### config.mk
export PLATFORM = sky130hd
export DESIGN_NAME = machine_input_frontend
export DESIGN_NICKNAME = d
export VERILOG_FILES = /design/src/rtl/machine_input_frontend.sv
export SDC_FILE = /design/constraint.sdc
export NUM_CORES = 1
export LEC_CHECK = 0
export CORE_MARGIN = 8
export CORE_UTILIZATION = 60
export CTS_BUF_LIST = sky130_fd_sc_hd__clkbuf_8
export CTS_CLUSTER_SIZE = 24
export DETAILED_ROUTE_END_ITERATION = 10
export PLACE_DENSITY_LB_ADDON = 0.1
export SLEW_MARGIN = 20
export SYNTH_ARGS = -nofsm -noshare
export SYNTH_HDL_FRONTEND = slang
export SYNTH_SLANG_ARGS = --single-unit
### constraint.sdc
create_clock -name system1000 -period 4.9 [get_ports system1000]
set_clock_uncertainty 0.2 [all_clocks]
set_input_delay 1.225 -clock system1000 [delete_from_list [all_inputs] [get_ports system1000]]
set_output_delay 1.225 -clock system1000 [all_outputs]
set_load 0.01 [all_outputs]
### src/rtl/machine_input_frontend.sv
// machine_input_frontend: board switch/button conditioning for Machine_mealy.w2.
// Each raw pin is synchronised with two flops into the system1000 domain and then
// debounced independently. Optional build macro MACHINE_FRONTEND_PULSE_EN turns
// accepted button presses into single-cycle pulses on w2[3:0]; without it w2[3:0]
// carries the debounced button levels.
module machine_input_frontend #(
    parameter int DEBOUNCE_CYCLES = 4,
    parameter int CNT_W           = 20
) (
    input  logic       system1000,
    input  logic       system1000_rstn,
    input  logic [3:0] sw_raw,
    input  logic [3:0] btn_raw,
    output logic [7:0] w2,
    output logic [3:0] btn_level,
    output logic       changed
);

    localparam logic [CNT_W-1:0] CNT_LAST = CNT_W'(DEBOUNCE_CYCLES - 1);
    localparam logic [CNT_W-1:0] CNT_ONE  = {{(CNT_W-1){1'b0}}, 1'b1};

    // Bit order matches w2: switches in the upper nibble, buttons in the lower.
    logic [7:0]       raw;
    logic [7:0]       s1;
    logic [7:0]       s2;
    logic [7:0]       stable;
    logic [7:0]       accept;
    logic [CNT_W-1:0] cnt [8];
    logic [3:0]       btn_stage;

    assign raw = {sw_raw, btn_raw};

    // Two-flop synchroniser for all eight asynchronous pins.
    always_ff @(posedge system1000 or negedge system1000_rstn) begin
        if (!system1000_rstn) begin
            s1 <= '0;
            s2 <= '0;
        end else begin
            s1 <= raw;
            s2 <= s1;
        end
    end

    // A bit is accepted on the edge that completes DEBOUNCE_CYCLES differing samples.
    always_comb begin
        accept = '0;
        for (int i = 0; i < 8; i++) begin
            accept[i] = (s2[i] != stable[i]) && (cnt[i] == CNT_LAST);
        end
    end

    // Per-bit debounce: any sample equal to the accepted value restarts the count.
    always_ff @(posedge system1000 or negedge system1000_rstn) begin
        if (!system1000_rstn) begin
            stable <= '0;
            for (int i = 0; i < 8; i++) begin
                cnt[i] <= '0;
            end
        end else begin
            for (int i = 0; i < 8; i++) begin
                if (s2[i] == stable[i]) begin
                    cnt[i] <= '0;
                end else if (accept[i]) begin
                    stable[i] <= s2[i];
                    cnt[i]    <= '0;
                end else begin
                    cnt[i] <= cnt[i] + CNT_ONE;
                end
            end
        end
    end

`ifdef MACHINE_FRONTEND_PULSE_EN
    logic [3:0] btn_prev;
    logic [3:0] press;

    // Previous accepted button levels; a rising accepted level is a press.
    always_ff @(posedge system1000 or negedge system1000_rstn) begin
        if (!system1000_rstn) begin
            btn_prev <= '0;
        end else begin
            btn_prev <= stable[3:0];
        end
    end

    // Releases clear the level but never produce a pulse.
    assign press     = stable[3:0] & ~btn_prev;
    assign btn_stage = press;
`else
    assign btn_stage = stable[3:0];
`endif

    // Output register. w2[7:4] and btn_level hold last edge's accepted values, so
    // comparing them with the current accepted bits detects a flip on the previous edge.
    always_ff @(posedge system1000 or negedge system1000_rstn) begin
        if (!system1000_rstn) begin
            w2        <= '0;
            btn_level <= '0;
            changed   <= 1'b0;
        end else begin
            w2        <= {stable[7:4], btn_stage};
            btn_level <= stable[3:0];
            changed   <= |(stable ^ {w2[7:4], btn_level});
        end
    end

endmodule

==> run metrics, run 1 <==
# hold bufs at CTS=0; most frequent cells in the layout=193 x dfrtp_1, 161 x nor2_1, 79 x xnor2_1; DRC errors left=0; delay of the slowest critical-path stage=0.55 ns; cell taking the most area after synthesis=dfrtp_1; Area Overhead vs Synth=9.05%; r2r worst-path depth=6; status=finished clean; internal power=2.54 mW; post-CTS resize count=0; Non-Filler Instances=1,140; total CTS buffers=17; # IOs=23; Via density=5.82; Final nets=957; routability congestion estimate=0.838; max cap viols=0; flop and latch count out of synthesis=193; die height=139 um; Syn Inst Count=917; Gate power share=20.9%; Final period util=57.7%; initial antenna violation count=0; clk sinks=193; pwr dens=373 nW/um^2; yosys warns=0; Tot GR Track Use=18.4%; EDFF count, synth=0; Cells after DPL=1,108; CP max-delay cell=clkdlybuf4s50_1; Post-Synthesis Cell Area=9090 sq um; WHS Path Cells=0; clock-pin slew on the worst setup and hold paths=0.09 ns; GRT Residual Overflow=0; Crit Path Category=flip-flop to output pin; Hold Slack=0.158 ns; share of cells above drive strength 1=6.09%; first-pass GRT wire length=29,900 um; postcts setup bufs=0; Clk network pwr share=27.7%; syn_nets=935; Setup crit start kind=flip-flop; Sum Neg Setup Slack=0 ns; RR Endpoint=cnt[8]$_DFF_PN0_; sequential cell area fraction in the yosys report=53.1%; top_reg_cell synth=dfrtp_1; fmax=354 MHz; commonest non-fill, non-tap cell in the layout=dfrtp_1; Synth area leaders=dfrtp_1 53%, xnor2_1 7.6%, nor2_1 6.7%; starting density of the core=60.7%; Final Hold Vio Count=0; switching part of the total=31.4%; cell chain of the critical path=clkdlybuf4s50_1; fin crit period=2.83 ns; delay-heaviest family, CP=buffers and inverters; IO buf count=22; endpoints failing setup=0; Chip Width=139 um; Psw=1.16 mW; total core area=15,000 sq um; Worst-Skew Late Latency=0.46 ns; root buf cell=clkbuf_8; Routed WL=16,900 um; WP buf/inv=1; relative slew slack=37.6%; Worst Path Max Fanout=3; hpwl dp=11,600 um; worst r2r src=cnt[0]$_DFF_PN0_; largest net degree at the start of global routing=120; antenna-violating nets left=0; row count=45; initial drt markers=338; R2R Setup Slk=2.58 ns; Clock Tree Buf Depth=2; async set-reset flop share out of synthesis=100%; Critical Path Sink Type=output pin; vias in the first global route=6,559; H-tree levels=4; synthesized area per cell=9.91 sq um; Slew @ Worst Pin=0.937 ns; DR WL/cell=14.8 um; Flop pwr share=51.4%; type of the worst min-delay path=flip-flop to flip-flop; Cell variety after synth=38; RSZ-0062 raised after global routing=false; Worst Min Path Start=s1[1]$_DFF_PN0_; Die ar.=19,300 sq um; number of iterations in the first detailed-routing pass=7; # diodes=0; WP data required=3.47 ns; via count=6,635; Hold EP=s2[1]$_DFF_PN0_; clock tree from TritonCTS=built; worst vdd ir=0.000239 V; share of the synthesized area in the top cell type=53.1%; Worst EP arrival=1.40 ns; final slew viol count=0; Leak Pwr=4.06 nW
-- power by group through the flow --
| stage | Sequential [mW] | Combinational [mW] | Clock [mW] |
|---|---|---|---|
| after floorplan | 1.89 | 0.510 | 0 |
| after global placement | 1.92 | 0.759 | 0 |
| after detailed placement | 1.93 | 0.784 | 0 |
| after CTS | 1.90 | 0.789 | 1.06 |
| after global routing | 1.93 | 0.871 | 1.12 |
| final | 1.90 | 0.774 | 1.02 |
-- logic make-up (layout without fill, tap and decap cells) --
| group | after synthesis | after routing | synth area share, % |
|---|---|---|---|
| simple gates | 451 | 451 | 25.4 |
| flops | 193 | 193 | 53.1 |
| xor+xnor | 124 | 124 | 12.0 |
| compound gates | 74 | 74 | 4.39 |
| buf+inv | 54 | 89 | 2.44 |
| mux | 13 | 13 | 1.54 |
| fa+ha+maj | 8 | 8 | 1.10 |
-- metrics by stage --
step           worst slack [ns]  instance area (sq um)  total power, mW  util [%]
2_1_floorplan              2.81                   9090             2.40         -
3_3_place_gp               2.40                   9500             2.68      63.4
3_5_place_dp               2.35                   9500             2.72      63.4
4_1_cts                    2.02                   9900             3.75      66.1
5_1_grt                    2.00                   9910             3.92      66.2
6_report                   2.07                   9910             3.70      66.2
-- cell usage after synthesis, types with 5 or more instances --
master and count:
a211oi_1 5, a21oi_1 27, and3_1 12, and4_1 7, clkbuf_1 19, dfrtp_1 193
ha_1 8, inv_1 28, mux2_2 8, mux2i_1 5, nand2_1 42, nand3_1 54
nand4_1 36, nand4_2 5, nor2_1 161, nor3_1 27, nor3b_1 7, nor4_1 48
nor4b_1 8, o21ai_0 30, o21ai_1 7, or3_1 35, xnor2_1 79, xor2_1 45
-- layout make-up --
cell class              count  area [sq um]
fillers                  1225          5070
flip-flops and latches    193          4830
multi-input cells         670          4050
clock buffers              21           289
repair buffers             29           289
well taps                 188           235
clock inverters            11           114
inverters                  28           105
-- registers in the layout, summed over array words and instances (netlist names) --
| signal | cells |
|---|---|
| btn_level | 3 |
| changed | 1 |
| cnt | 160 |
| s1 | 8 |
| s2 | 8 |
| stable | 8 |
| w2 | 5 |
-- layer usage --
layer  wire length (um)  track usage, %  vias up  share of wire (%)
met5                  0               0        -                  0
met4                278            7.34        0                1.6
met3                523            3.96       21                3.1
met2               8400            31.2       87                 50
met1               7670            22.7     3285                 45
li1                   -               -     3242                  -
-- how the worst max path moves through the flow --
stage                                 from                 end  cells past startpoint
floorplan                 cnt[0]$_DFF_PN0_   cnt[10]$_DFF_PN0_                      6
global route        btn_level[2]$_DFF_PN0_               w2[2]                      1
CTS                        w2[3]$_DFF_PN0_               w2[3]                      1
detailed placement         system1000_rstn   cnt[33]$_DFF_PN0_                      2
global placement           system1000_rstn  cnt[121]$_DFF_PN0_                      2
finish                     w2[3]$_DFF_PN0_               w2[3]                      1
No activity file was read; power rests on OpenSTA's default activity.
==> run 2: changes to the inputs <==
clock period = 2.8 ns   (was 4.9 ns; I/O delays follow)
==> run 2 against run 1 <==
Clock power grew 72%; sequential power grew 75%; first-iteration DRC count shrank 5.3%; die area is the same; via count grew 1.4%; final cell count grew 0.70%; hold slack lost 0.0021 ns; routed wire length grew 1.1%; global-route usage grew 0.17 points; non-clock buffer count grew 8; cell area grew 0.49%.
==> run metrics, run 2 (synthesis gave the netlist of run 1 again) <==
H-tree levels=4; Non-Filler Instances=1,148; Sum Neg Setup Slack=0 ns; max cap viols=0; Tot GR Track Use=18.6%; total core area=15,000 sq um; DR WL/cell=14.9 um; pwr dens=651 nW/um^2; commonest non-fill, non-tap cell in the layout=dfrtp_1; # IOs=23; fmax=421 MHz; initial antenna violation count=0; DRC errors left=0; M1 GR Usage=22.8%; Final period util=84.9%; worst setup margin=0.424 ns; antenna-violating nets left=0; cell chain of the critical path=clkdlybuf4s50_1; endpoints failing setup=0; max FFs per register=160; hpwl dp=11,800 um; Hold Slack=0.156 ns; Worst-Skew Late Latency=0.49 ns; clock-pin slew on the worst setup and hold paths=0.10 ns; most frequent cells in the layout=193 x dfrtp_1, 161 x nor2_1, 79 x xnor2_1; met2 usage=31.7%; Final nets=965; clk sinks=193; Slew @ Worst Pin=0.650 ns; final instance area=9960 sq um; worst vdd ir=0.000473 V; total CTS buffers=17; delay of the slowest critical-path stage=0.57 ns; WP buf/inv=1; final slew viol count=0; Crit Path Category=flip-flop to output pin; worst slack, placed=0.633 ns; RSZ-0062 raised after global routing=false; initial drt markers=320; Top reg by flops=cnt; status=finished clean; relative slew slack=56.4%; # diodes=0; largest net degree at the start of global routing=64; die height=139 um; met3 GRT Util=4.03%; Critical Path Sink Type=output pin; row count=45; type of the worst min-delay path=flip-flop to flip-flop; GRT Residual Overflow=0; Final Hold Vio Count=0; CP max-delay cell=clkdlybuf4s50_1; postcts setup bufs=0; Leak Pwr=4.08 nW; root buf cell=clkbuf_8; Chip Width=139 um; Routed WL=17,100 um; fin crit period=2.38 ns; Util after Layout=66.5%; placed inst area=9570 sq um; Via density=5.86; first-pass GRT wire length=30,100 um; IO buf count=22; vias in the first global route=6,669; via count=6,728; starting density of the core=60.7%; Cells after DPL=1,115; clock tree from TritonCTS=built; GRT busiest layer=met2; delay-heaviest family, CP=buffers and inverters; routability congestion estimate=0.833; number of iterations in the first detailed-routing pass=4; Setup crit start kind=flip-flop; Clock Tree Buf Depth=2; share of cells above drive strength 1=6.77%; WP data required=1.90 ns; Worst EP arrival=1.48 ns; Area Overhead vs Synth=9.58%; fill count=1,246; Worst Path Max Fanout=3; Final Power=6.48 mW; Die ar.=19,300 sq um
## run 2: changes by cell type in the layout (fill, tap and decap cells not counted), sizes merged
cell | previous run | this run
dlygate4sd3 | 0 | 1
clkinv | 4 | 3
bufinv | 2 | 0
clkbuf | 22 | 18
buf | 7 | 14
inv | 31 | 38
## run 2: cell type report
class	instances	area, sq um	share of cell area [%]
Clock buffer	17	234	2.35
Multi-Input combinational cell	670	4040	40.5
Sequential cell	193	4830	48.5
Tap cell	188	235	2.36
Inverter	28	105	1.06
Clock inverter	15	141	1.42
Timing Repair Buffer	37	377	3.78
## run 2: report_power, final
part | internal, mW | switching (mW)
registers | 3.04 | 0.292
clock network | 0.660 | 1.09
logic | 0.573 | 0.825
total | 4.27 | 2.21
## run 2: final timing paths
kind,slack [ns],depth (start not counted),end,startpoint
setup / recovery,0.42,1,btn_level[1],btn_level[1]$_DFF_PN0_
hold / removal,0.16,0,s2[2]$_DFF_PN0_,s1[2]$_DFF_PN0_
setup reg to reg,0.60,6,cnt[42]$_DFF_PN0_,cnt[40]$_DFF_PN0_
hold reg to reg,0.16,0,s2[2]$_DFF_PN0_,s1[2]$_DFF_PN0_
max in group asynchronous,1.18,3,stable[2]$_DFFE_PN0P_,system1000_rstn
min in group asynchronous,0.55,2,cnt[137]$_DFF_PN0_,system1000_rstn
## run 2: layer usage
metal	wire (um)	up-vias	share of wire, %
li1	-	3259	-
met1	7670	3337	45
met2	8560	112	50
met3	576	20	3.4
met4	241	0	1.4
met5	0	-	0
## run 2: what timing repair did
item	CTS	global route
hold buffers	1	0
resized for setup	0	0
endpoints found under the hold margin	59	0
